===== src/rtl/pulse_scheduler.sv =====
// Pulse scheduler: pops timed pulse descriptors from a show-ahead FIFO, waits for each
// descriptor's absolute start time on the sequence timer, then plays it for tlen cycles.
module pulse_scheduler #(
  parameter int PHASE_W    = 16,
  parameter int AMP_W      = 16,
  parameter int FREQ_W     = 32,
  parameter int TSTART_W   = 32,
  parameter int TLEN_W     = 16,
  parameter int ENV_ADDR_W = 10
) (
  input  logic                  clk,
  input  logic                  rst_n,
  input  logic                  start,
  input  logic                  stop,
  input  logic                  fifo_empty,
  input  logic [PHASE_W-1:0]    fifo_phase,
  input  logic [AMP_W-1:0]      fifo_amp,
  input  logic [FREQ_W-1:0]     fifo_freq,
  input  logic [TSTART_W-1:0]   fifo_tstart,
  input  logic [TLEN_W-1:0]     fifo_tlen,
  input  logic [ENV_ADDR_W-1:0] fifo_env_addr,
  output logic                  fifo_pop,
  output logic                  busy,
  output logic [TSTART_W-1:0]   now,
  output logic                  active,
  output logic [PHASE_W-1:0]    out_phase,
  output logic [AMP_W-1:0]      out_amp,
  output logic [FREQ_W-1:0]     out_freq,
  output logic [ENV_ADDR_W-1:0] env_addr,
  output logic [15:0]           pulse_count,
  output logic                  late_err,
  output logic                  timer_ovf
);

  typedef enum logic [1:0] {IDLE, FETCH, WAIT, PLAY} state_t;

  typedef struct packed {
    logic [PHASE_W-1:0]    phase;
    logic [AMP_W-1:0]      amp;
    logic [FREQ_W-1:0]     freq;
    logic [TSTART_W-1:0]   tstart;
    logic [TLEN_W-1:0]     tlen;
    logic [ENV_ADDR_W-1:0] env;
  } desc_t;

  state_t                state, state_next;
  desc_t                 head, cur, sel;
  logic [TLEN_W-1:0]     k;
  logic [TSTART_W:0]     now_p1;
  logic                  last, pop, late_set, accept, play_start, play_on;
  logic [1:0]            done_inc;

  assign head   = {fifo_phase, fifo_amp, fifo_freq, fifo_tstart, fifo_tlen, fifo_env_addr};
  // One bit wider so the start-time comparison stays correct when the timer is saturated.
  assign now_p1 = {1'b0, now} + (TSTART_W+1)'(1);
  assign last   = (k == cur.tlen - TLEN_W'(1));

  assign busy     = (state != IDLE);
  assign active   = (state == PLAY);
  assign fifo_pop = pop;

  // NOTE: every signal written here gets a default first, so no path leaves one
  // unassigned and no latch is inferred.
  always_comb begin
    state_next = state;
    pop        = 1'b0;
    late_set   = 1'b0;
    accept     = 1'b0;
    done_inc   = 2'd0;

    unique case (state)
      IDLE: begin
        if (start && !stop) begin
          state_next = FETCH;
          accept     = 1'b1;
        end
      end
      FETCH: begin
        if (stop)             state_next = IDLE;
        else if (!fifo_empty) pop = 1'b1;
      end
      WAIT: begin
        if (stop)                               state_next = IDLE;
        else if (now_p1 == {1'b0, cur.tstart})  state_next = PLAY;
      end
      PLAY: begin
        if (stop) begin
          state_next = IDLE;
        end else if (last) begin
          done_inc = 2'd1;
          if (!fifo_empty) pop = 1'b1;
          else             state_next = FETCH;
        end
      end
      default: state_next = IDLE;
    endcase

    // The head's fate is decided in the cycle it is popped.
    if (pop) begin
      if (head.tlen == '0) begin
        done_inc   = done_inc + 2'd1;
        state_next = FETCH;
      end else if (now_p1 >= {1'b0, head.tstart}) begin
        state_next = PLAY;
        late_set   = (now_p1 > {1'b0, head.tstart});
      end else begin
        state_next = WAIT;
      end
    end

    sel        = pop ? head : cur;
    play_start = (state_next == PLAY) && (pop || (state == WAIT));
    play_on    = (state_next == PLAY) && !play_start;
  end

  // NOTE: sequential state uses non-blocking assignments only, so every flop samples
  // the pre-edge values regardless of process ordering.
  always_ff @(posedge clk) begin
    if (!rst_n) begin
      // NOTE: the latched descriptor is a handful of flops, not a memory, so it is
      // reset along with everything else and never leaks stale fields.
      state       <= IDLE;
      cur         <= '0;
      k           <= '0;
      now         <= '0;
      pulse_count <= '0;
      late_err    <= 1'b0;
      timer_ovf   <= 1'b0;
      out_phase   <= '0;
      out_amp     <= '0;
      out_freq    <= '0;
      env_addr    <= '0;
    end else begin
      state <= state_next;
      if (pop) cur <= head;

      if (accept) begin
        now         <= '0;
        pulse_count <= '0;
        late_err    <= 1'b0;
        timer_ovf   <= 1'b0;
      end else begin
        if (busy && !stop) begin
          if (&now) timer_ovf <= 1'b1;
          else      now       <= now + TSTART_W'(1);
        end
        pulse_count <= pulse_count + 16'(done_inc);
        if (late_set) late_err <= 1'b1;
      end

      if (play_start)   k <= '0;
      else if (play_on) k <= k + TLEN_W'(1);

      if (state_next == PLAY) begin
        out_phase <= sel.phase;
        out_amp   <= sel.amp;
        out_freq  <= sel.freq;
      end else begin
        out_phase <= '0;
        out_amp   <= '0;
        out_freq  <= '0;
      end

      if (play_start)   env_addr <= sel.env;
      else if (play_on) env_addr <= env_addr + ENV_ADDR_W'(1);
      else              env_addr <= '0;
    end
  end

endmodule


===== config.mk =====
export PLATFORM = sky130hd
export DESIGN_NAME = pulse_scheduler
export DESIGN_NICKNAME = d
export VERILOG_FILES = /design/src/rtl/pulse_scheduler.sv
export SDC_FILE = /design/constraint.sdc
export NUM_CORES = 1
export LEC_CHECK = 0
export ABC_AREA = 1
export CAP_MARGIN = 20
export CORE_MARGIN = 2
export CORE_UTILIZATION = 39
export CTS_BUF_LIST = sky130_fd_sc_hd__clkbuf_8 sky130_fd_sc_hd__clkbuf_16
export DETAILED_ROUTE_END_ITERATION = 8
export PLACE_DENSITY = 0.63
export SETUP_SLACK_MARGIN = 0.5
export SLEW_MARGIN = 40
export SYNTH_ARGS = -nofsm -noshare
export SYNTH_HDL_FRONTEND = slang
export SYNTH_SLANG_ARGS = --single-unit
export TNS_END_PERCENT = 50

===== constraint.sdc =====
create_clock -name clk -period 5.3 [get_ports clk]
set_input_delay 1.06 -clock clk [delete_from_list [all_inputs] [get_ports clk]]
set_output_delay 1.06 -clock clk [all_outputs]
set_load 0.005 [all_outputs]

==> impl_summary.md <==
Clock tree
The clock tree root buffer cell is sky130_fd_sc_hd__clkbuf_16. The maximum clock insertion buffer count is 3. TritonCTS built the clock tree. The number of setup buffers added after CTS is 0. The clock latency on the worst-skew pair is 0.58 ns.

Clock-pin slew was measured on the worst setup and hold paths at 0.06 ns. In this run the number of H-tree levels came out at 1. The total number of clock tree sinks is 264.

The number of buffers created by CTS is 30.

Logic synthesis
For this run, asynchronously set or reset flops after synthesis account for 0%. The cell area after technology mapping is 12700 um^2. In the synthesized netlist, the cells that appear most often are 426 x sky130_fd_sc_hd__nand2_1, 264 x sky130_fd_sc_hd__dfxtp_1, 260 x sky130_fd_sc_hd__nor2_1, 222 x sky130_fd_sc_hd__inv_1, 122 x sky130_fd_sc_hd__a21oi_1. In this run the mean area of a mapped cell was 7.09 um^2. The dominant cell by count in the synthesized netlist is sky130_fd_sc_hd__nand2_1. During synthesis, Yosys emitted a total of 0 warnings. The number of nets in the synthesized netlist is 1962. By area the synthesized netlist is led by sky130_fd_sc_hd__dfxtp_1 42%, sky130_fd_sc_hd__nand2_1 13%, sky130_fd_sc_hd__nor2_1 7.7%. In this run, synthesis produced a sequential element count of 264. The synthesized design spends more area on one cell type than any other, namely sky130_fd_sc_hd__dfxtp_1. In this run, synthesis inferred 0 flip-flops with an integrated enable. The share of the synthesized area in the top cell type is 41.6%. In the synthesized netlist the dominant register cell turns out to be sky130_fd_sc_hd__dfxtp_1. The share of the Yosys chip area taken by registers is 41.6%. Counting every instance in the synthesized netlist gives 1795. The post-synthesis cell type count is 41.

Finish
The final net count is 2210. The area growth from synthesis to final layout is 31.3%. Of the cells placed in the final design, the portion with a size suffix greater than 1 is 6.06%.

The design area is 16700 um^2.

Detailed routing
The first detailed-routing pass ran for 6 iterations. The average wire length per cell after detail routing is 15.1 um. In the routed design, unresolved DRC markers number 0. Once detail routing completed, the nets flagged for antenna violations numbered 0. The vias after detailed routing is 12100.

The via density per instance is 4.84. The number of DRC markers after the initial detailed-route iteration is 655. The routed wire length is 37.9 mm.

Critical path
The arrival time reported for the critical path endpoint is 3.35 ns. In this run the critical register-to-register path is launched from now[0]. The total buffers and inverters traversed by the critical path is 4. The worst setup path category is reg2out. The delay of the slowest critical-path stage is 0.52 ns. Grouping stages by cell kind, the critical path spends the most delay in simple AND/OR/NAND/NOR gates. The worst setup path is launched from a flip-flop.

The setup slack on the worst flop-to-flop path is 1.00 ns. The depth of the most critical reg-to-reg path is 22. Walking the worst path, the cells encountered are inv_1, ha_1, nand2_1, nor2_4, nand2_1, nand3_1, nand2_1, nor2_1, nand2_1, nor2_1, nand3_2, nand2_4, nand2_8, inv_8, buf_16, clkdlybuf4s50_1.

On the critical path, the stage with the largest delay is an instance of sky130_fd_sc_hd__clkdlybuf4s50_1. The required time of the critical path is 4.24 ns. By instance count, the cell type seen most on the critical path is sky130_fd_sc_hd__nand2_1. Counting buffers and inverters, the worst setup path is 16 cells deep.

The endpoint of the lowest-slack register-to-register path is out_freq[10]. The capturing element of the worst setup path is fifo_pop. The maximum fanout along the worst path is 23. The worst setup path startpoint is cur[10]. STA classifies the critical path endpoint as an output port.

Floorplanning
The region available for standard cell placement spans 32300 um^2. The placement row count is 66. The overall die width is 185 um. In this run the count of I/O pins placed on the die edge is 254. The full die area is 34100 um^2. The die is 185 um tall. The initial utilization of the core area, before any placement, comes to 39.4%.

STA
The number of setup violations in the final report is 0. Setup repair after global routing could not meet its margin everywhere. Between clock sinks in the finished design, the worst skew comes to 0.0429 ns. The worst slew margin relative to its limit is 46.2%. Hold is met by 0.468 ns.

Summed over all failing endpoints, the final setup total negative slack is 0 ns. The transition time of the tightest slew-check pin is 0.806 ns. The number of failing hold endpoints at the final stage is 0. The maximum achievable frequency is 227 MHz. The count of final max-slew check failures is 0.

The least setup slack across all paths after layout is 0.892 ns. The final cycle utilization of the critical path is 83.2%. For the finished layout, the period the worst path requires is 4.41 ns.

Power and ir drop
The sequential share of power is 46.6%. Per report_power, the combinational group accounts for 9.0% of the total. The clock share of power is 44.4%.

The power per cell area is 261 nW/um^2. Net switching is 24.4% of the power. The worst ir drop on vdd is 273 uV.

The cell-internal power is 3.30 mW. The switching power is 1.06 mW. Summed over all cells, the static leakage comes to 7.18 nW.

Placement
In this run the tool buffered the top-level ports with 253 buffer cells. Routability-driven placement finished with a final weighted congestion of 0.919. The setup slack at placement is 0.690 ns. The post-DP HPWL is 27.5 mm. The post-detailed-placement cell area is 15700 um^2.

Global route
The first global-routing pass estimated 59.3 mm of wire. The via count of the first global-routing pass came to 11600. The overall overflow remaining after global route is 0. The number of antenna violations at the first check in global routing is 1. The global-route usage over all layers is 21.8%. The pin count of the biggest net entering global routing is 82.

Worst hold path
The class of the most critical hold timing path is reg2reg. The worst hold path startpoint is cur[35].

Run
Max-cap violations in this run came to 0.

Outcome
The run finished with clean final reports.
==> cell usage in the layout (no fill, tap or decap), drive strengths merged, types with 8 or more instances in the layout <==
cell type and n:
xnor2 10, clkbuf 37, clkinv 8, inv 236, nand4 39, nor2 298, mux2i 37, clkdlybuf4s50 252
nand3 89, o21ai 90, xor2 28, ha 39, buf 22, dfxtp 264, nor3 24, a21oi 122
nand2 436
==> state kept, by name, summed over array words and instances (netlist names) <==
name / cells
env_addr: 10
timer_ovf: 1
out_freq: 32
state: 2
pulse_count: 16
late_err: 1
cur: 122
out_phase: 16
now: 32
k: 16
out_amp: 16
==> logic make-up (layout without fill, tap and decap cells) <==
kind of cell | count (synthesis) | count (layout) | synth area share, %
mux | 37 | 37 | 2.91
xor+xnor | 39 | 39 | 2.79
buf+inv | 287 | 555 | 9.16
simple gates | 903 | 904 | 30.5
fa+ha+maj | 40 | 40 | 3.99
other cells | 0 | 2 | 0
compound gates | 225 | 225 | 9.10
flops | 264 | 264 | 41.6
==> worst min-delay path, cell delays in order, from the launching register on <==
cell	delay, ns
sky130_fd_sc_hd__dfxtp_1	0.31
sky130_fd_sc_hd__inv_1	0.06
sky130_fd_sc_hd__a21oi_1	0.05
==> area by class of cell <==
type,count,area [um^2]
Clock inverter,17,97.6
Multi-Input combinational cell,1245,6310
Timing Repair Buffer,275,2760
Inverter,227,860
Antenna cell,2,5.00
Clock buffer,36,833
Fill cell,3175,15600
Tap cell,442,553
Sequential cell,264,5290
==> worst min-delay path by stage <==
stage,cells past startpoint,end
after global placement,2,cur[28]
final,2,cur[35]
after floorplan,2,cur[28]
after detailed placement,2,cur[35]
after global routing,2,cur[0]
after CTS,2,cur[35]
==> metrics by stage <==
step | total power, mW | util (%) | std cells
floorplan | 2.28 | - | 1795
global placement | 2.46 | 48.5 | 2450
detailed placement | 2.47 | 48.6 | 2451
CTS | 4.42 | 51.5 | 2504
global route | 4.55 | 51.7 | 2506
finish | 4.36 | 51.7 | 2508
==> power by group through the flow <==
stage                     Clock, mW  Combinational [mW]  Sequential, mW
after floorplan                   0               0.210            2.07
after global placement            0               0.384            2.08
after detailed placement          0               0.389            2.08
after CTS                      2.00               0.391            2.03
after global routing           2.07               0.441            2.04
final                          1.94               0.393            2.03
==> what timing repair did <==
action                     in CTS  in global routing
pin swaps                       0                  1
setup endpoints to repair       1                  4
gates cloned                    0                  2
gates resized for setup         3                  8
hold buffers                    0                  0
==> layer usage <==
layer	part of all wire, %	vias to the layer above	track usage [%]
li1	-	6189	-
met1	43	5481	27.1
met2	44	399	35.1
met3	10	63	8.02
met4	3.0	0	6.85
met5	0	-	0
Power figures use the tool's default switching activity.
